===== src/rtl/data_ram_arbiter.sv =====
// data_ram_arbiter
// Shares one single-port synchronous Data RAM between the EXE-stage
// load/store port (port 0) and a secondary master such as DMA or debug
// (port 1). At most one access is issued per cycle. Read data is steered
// back to the port that issued the read, and each port keeps its last
// read data until its next read completes.

module data_ram_arbiter #(
    parameter int FIXED_PRIO = 0,  // 1: port 0 wins conflicts; 0: round-robin
    parameter int STARVE_MAX = 4   // fixed-priority only: losses before port 1 wins (0 = never)
) (
    input  logic        clk,
    input  logic        resetn,

    // Port 0: EXE-stage load/store
    input  logic        m0_req,
    input  logic [3:0]  m0_we,
    input  logic [31:0] m0_addr,
    input  logic [31:0] m0_wdata,
    output logic        m0_gnt,
    output logic        m0_rvalid,
    output logic [31:0] m0_rdata,

    // Port 1: secondary master
    input  logic        m1_req,
    input  logic [3:0]  m1_we,
    input  logic [31:0] m1_addr,
    input  logic [31:0] m1_wdata,
    output logic        m1_gnt,
    output logic        m1_rvalid,
    output logic [31:0] m1_rdata,

    // Data RAM macro
    output logic        ram_en,
    output logic [3:0]  ram_we,
    output logic [31:0] ram_addr,
    output logic [31:0] ram_wdata,
    input  logic [31:0] ram_rdata
);

    // The starvation counter must be able to hold STARVE_MAX itself.
    localparam int               CNT_W      = (STARVE_MAX < 2) ? 1 : $clog2(STARVE_MAX + 1);
    localparam logic [CNT_W-1:0] STARVE_LIM = CNT_W'(STARVE_MAX);

    // Arbitration state
    logic             r_rr_ptr;      // 0: port 0 preferred, 1: port 1 preferred
    logic [CNT_W-1:0] r_starve_cnt;  // consecutive conflict losses of port 1

    // Read-return tracking: a read issued in stage p0 returns in stage p1
    logic             r_m0_rd_p1;
    logic             r_m1_rd_p1;
    logic [31:0]      r_m0_rdata_p1;
    logic [31:0]      r_m1_rdata_p1;

    // Combinational arbitration results
    logic             w_conflict;
    logic             w_pick1;
    logic             w_m0_gnt;
    logic             w_m1_gnt;
    logic             w_m0_is_rd;
    logic             w_m1_is_rd;

    // Decide which port wins when both request in the same cycle.
    always_comb begin
        w_conflict = m0_req & m1_req;
        w_pick1    = 1'b0;
        if (FIXED_PRIO != 0) begin
            w_pick1 = (STARVE_MAX != 0) && (r_starve_cnt == STARVE_LIM);
        end else begin
            w_pick1 = r_rr_ptr;
        end
        // Grants are suppressed while reset is asserted so the RAM is never
        // touched during reset even if a requester is still active.
        w_m0_gnt   = resetn & m0_req & ~(m1_req &  w_pick1);
        w_m1_gnt   = resetn & m1_req & ~(m0_req & ~w_pick1);
        w_m0_is_rd = (m0_we == 4'b0000);
        w_m1_is_rd = (m1_we == 4'b0000);
    end

    // Steer the granted port onto the RAM; drive zeros when idle.
    always_comb begin
        ram_en    = w_m0_gnt | w_m1_gnt;
        ram_we    = 4'b0000;
        ram_addr  = 32'h0000_0000;
        ram_wdata = 32'h0000_0000;
        if (w_m0_gnt) begin
            ram_we    = m0_we;
            ram_addr  = m0_addr;
            ram_wdata = m0_wdata;
        end else if (w_m1_gnt) begin
            ram_we    = m1_we;
            ram_addr  = m1_addr;
            ram_wdata = m1_wdata;
        end
    end

    // Round-robin pointer moves only on a conflict and points at the loser.
    always_ff @(posedge clk or negedge resetn) begin
        if (!resetn) begin
            r_rr_ptr <= 1'b0;
        end else if (w_conflict) begin
            r_rr_ptr <= w_m0_gnt;
        end
    end

    // Count port 1 conflict losses, saturating; a port 1 grant clears it.
    always_ff @(posedge clk or negedge resetn) begin
        if (!resetn) begin
            r_starve_cnt <= '0;
        end else if (w_m1_gnt) begin
            r_starve_cnt <= '0;
        end else if (w_conflict && w_m0_gnt && (r_starve_cnt != STARVE_LIM)) begin
            r_starve_cnt <= r_starve_cnt + CNT_W'(1);
        end
    end

    // ---- stage p0 -> p1: remember which port owns the read in flight ----
    // Reset drops any in-flight response so no rvalid appears afterwards.
    always_ff @(posedge clk or negedge resetn) begin
        if (!resetn) begin
            r_m0_rd_p1 <= 1'b0;
            r_m1_rd_p1 <= 1'b0;
        end else begin
            r_m0_rd_p1 <= w_m0_gnt & w_m0_is_rd;
            r_m1_rd_p1 <= w_m1_gnt & w_m1_is_rd;
        end
    end

    // ---- stage p1: capture returning read data into the owner's holding register ----
    always_ff @(posedge clk or negedge resetn) begin
        if (!resetn) begin
            r_m0_rdata_p1 <= 32'h0000_0000;
            r_m1_rdata_p1 <= 32'h0000_0000;
        end else begin
            if (r_m0_rd_p1) begin
                r_m0_rdata_p1 <= ram_rdata;
            end
            if (r_m1_rd_p1) begin
                r_m1_rdata_p1 <= ram_rdata;
            end
        end
    end

    // Read data is presented straight from the RAM in the return cycle and
    // from the holding register afterwards, so rdata is valid with rvalid.
    assign m0_gnt    = w_m0_gnt;
    assign m1_gnt    = w_m1_gnt;
    assign m0_rvalid = r_m0_rd_p1;
    assign m1_rvalid = r_m1_rd_p1;
    assign m0_rdata  = r_m0_rd_p1 ? ram_rdata : r_m0_rdata_p1;
    assign m1_rdata  = r_m1_rd_p1 ? ram_rdata : r_m1_rdata_p1;

endmodule


===== config.mk =====
export PLATFORM = sky130hd
export DESIGN_NAME = data_ram_arbiter
export DESIGN_NICKNAME = d
export VERILOG_FILES = /design/src/rtl/data_ram_arbiter.sv
export SDC_FILE = /design/constraint.sdc
export NUM_CORES = 1
export LEC_CHECK = 0
export CORE_ASPECT_RATIO = 0.5
export CORE_MARGIN = 2
export CORE_UTILIZATION = 28
export CTS_CLUSTER_SIZE = 12
export DETAILED_ROUTE_END_ITERATION = 8
export PLACE_DENSITY_LB_ADDON = 0.3
export SLEW_MARGIN = 20
export SYNTH_ARGS = -nofsm -noshare
export SYNTH_HDL_FRONTEND = slang
export SYNTH_SLANG_ARGS = --single-unit

===== constraint.sdc =====
create_clock -name clk -period 1.48 [get_ports clk]
set_input_delay 0.37 -clock clk [delete_from_list [all_inputs] [get_ports clk]]
set_output_delay 0.37 -clock clk [all_outputs]
set_load 0.05 [all_outputs]

==> results <==
state kept, by name, indices dropped and copies added, names as in the netlist:
register / flops
m0_rvalid: 1
m1_rvalid: 1
r_m0_rdata_p1: 32
r_m1_rdata_p1: 32
r_rr_ptr: 1
per-stage QoR:
stage          setup slack, ns  instance area, µm²  hold slack (ns)
2_1_floorplan           -0.270                4010           0.0744
3_3_place_gp            -0.722                8110            0.481
3_5_place_dp            -0.725                8110            0.485
4_1_cts                 -0.544                9180            0.326
5_1_grt                 -0.582                9460            0.399
6_report                -0.574                9460            0.328
cell families after synthesis:
group           share of synthesized area
mux                                 0.220
compound gates                      0.196
buf+inv                            0.0606
flops                               0.511
simple gates                       0.0122
worst max-delay path, cell delays in order:
cell	delay, ns
clkdlybuf4s15_1	0.30
nand2_2	0.13
a21oi_4	0.24
buf_6	0.16
buf_16	0.16
a22o_4	0.17
buf_12	0.13
how the worst max path moves through the flow:
stage	from	endpoint	depth (start not counted)
2_1_floorplan	m0_rvalid$_DFF_PN0_	m0_rdata[10]	3
3_3_place_gp	m0_req	ram_wdata[5]	6
3_5_place_dp	m0_req	ram_addr[30]	6
4_1_cts	r_rr_ptr$_DFFE_PN0P_	ram_addr[30]	6
5_1_grt	m0_req	ram_wdata[26]	7
6_report	m0_req	ram_wdata[14]	7
Yosys cell counts, drive strengths merged:
cell / number
mux2: 64
buf: 20
a22o: 68
and2: 2
inv: 1
nand2: 4
clkbuf: 2
o21a: 1
a21oi: 2
nor4: 2
o2bb2ai: 1
dfrtp: 67
layer usage:
layer / GRT usage / vias up / part of all wire
li1: - / 1636 / -
met1: 0.334 / 1980 / 0.38
met2: 0.532 / 174 / 0.53
met3: 0.0890 / 45 / 0.059
met4: 0.105 / 0 / 0.033
met5: 0 / - / 0
final cells by class:
cell class / count / area, µm²
flip-flops and latches: 67 / 1680
inverters: 1 / 3.75
repair buffers: 368 / 5030
diodes: 4 / 10.0
clock inverters: 4 / 50.0
well taps: 159 / 199
fillers: 530 / 1760
multi-input cells: 144 / 2240
clock buffers: 12 / 246
timing repair:
action | CTS | global route
endpoints found under the setup margin | 135 | 136
pin swaps | 2 | 1
setup buffers | 20 | 21
gates cloned | 9 | 0
resized for setup | 106 | 52
power breakdown:
part	internal, mW	switching (mW)	total (mW)
clock	1.35	0.846	2.20
combinational	2.80	2.87	5.67
sequential	2.15	0.151	2.30
total	6.30	3.87	10.2
==> Implementation_results.wiki <==
{| class="wikitable"
! Metric !! Value
|-
| Number of port buffers || between 300 and 400
|-
| Post-route setup slack || -0.574 ns
|-
| Most frequent cells in the layout || 168 x clkdlybuf4s50_1, 106 x buf_12, 68 x a22o_4
|-
| Root buffer cell || clkbuf_16
|-
| Status || finished, violations left
|-
| Instance count of the mapped netlist || 234
|-
| Detail-routed via count per cell || 5.05
|-
| I/O pin count || 309
|-
| Area share of the largest cell type after synthesis || 0.511
|-
| Max-slew headroom at the worst pin || 0.412
|-
| Max frequency || a little under 500 MHz
|-
| Type of the worst setup path || in2out
|-
| Endpoint required time on the critical path || between 1 and 1.5 ns
|-
| Violations in the final reports || negative setup slack
|-
| Total clock buffers created by CTS || 9
|-
| Post-synthesis sequential element count || 67
|-
| Arrival time of the worst setup path || between 1.5 and 2 ns
|-
| Overall power of the completed layout || roughly 10 mW
|-
| Nets || between 700 and 800
|-
| Maximum number of pins on one net before global-route repair || ~70
|-
| Final GP Congestion || 0.847
|-
| Source of the worst register-to-register timing path || m1_rvalid$_DFF_PN0_
|-
| Final hold violation count || 0
|-
| Clock edge transition at the registers on the reported setup and hold paths || 0.06 ns
|-
| Synth area leaders || dfrtp_1 51%, mux2_2 21%, a22o_1 18%
|-
| Post-Syn Area per Cell || around 14 µm²
|-
| Maximum fanout along the worst path || 12
|-
| Synthesized Nets || ~400
|-
| Max-cap viol count || 0
|-
| H-tree depth || 3
|-
| Latest clock arrival within the worst-skew pair || 0.33 ns
|-
| GRT overflow || 0
|-
| Area added between synthesis and finish || 188%
|-
| Leakage power || between 4 and 5 nW
|-
| Final worst-path cycle share || 1.39
|-
| Full die area || about 13,000 µm²
|-
| Final-layout setup total negative slack || -66.22 ns
|-
| Overall global routing resource usage || 0.295
|-
| Post-route core utilization || 0.843
|-
| DRC viols || 0
|-
| Clock tree from TritonCTS || done
|-
| Vias || 3,835
|-
| Sink Count || between 60 and 70
|-
| Global-route wire length before repair || between 20,000 and 30,000 µm
|-
| Per-cell routed wire length || between 20 and 30 µm
|-
| VDD IR max || 751 µV
|-
| Actual transition at the worst max-transition pin || 0.882 ns
|-
| Cell Pwr Density || 1080 nW/µm²
|-
| Cell count after placement || 697
|-
| Kind of end point of the critical path || primary output
|-
| Register-to-register setup slack || around 0.030 ns
|-
| Antenna violations before repair || 4
|-
| Std-Cell Core Area || approximately 11,000 µm²
|-
| Fraction of layout instances using a drive strength above 1 || 0.591
|-
| Library cell with the largest summed area after synthesis || dfrtp_1
|-
| Deepest clock path buffer count || 2
|-
| DRT antenna net count || 0
|-
| Number of global-route vias before repair || slightly above 4,000
|-
| Fin. max-slew vios || 0
|-
| Sequential share of the synthesized area || 0.511
|-
| Worst hold path class || in2async
|-
| Final std cells w/o fill || 759
|-
| Die height || between 80 and 90 µm
|-
| RSZ-0062 raised after global routing || true
|-
| Drt first-iter violations || about 220
|-
| Number of iterations in the first detailed-routing pass || 6
|-
| Startpoint types || primary input
|-
| Critical R2R Capture || r_m1_rdata_p1[22]$_DFF_PN0_
|-
| Warnings from Yosys || 0
|-
| Cell depth of the worst flop-to-flop path || 5
|-
| Most frequent standard cell in the layout excluding fill and tap cells || clkdlybuf4s50_1
|-
| Synth unique cells || 14
|-
| Site Rows || 27
|-
| Post-Syn Area || 3280 µm²
|-
| Hold_buf cts || 0
|-
| DIE WIDTH || between 150 and 200 µm
|-
| Shortest period the worst path allows || just over 2 ns
|-
| Placed wire-length estimate || 12,700 µm
|-
| Final setup vio count || between 100 and 150
|-
| Effective utilization at floorplan || 0.293
|-
| Clock Skew || roughly 0.019 ns
|-
| Post-Route WL || between 20,000 and 25,000 µm
|}
(Power assumes the default switching activity.)
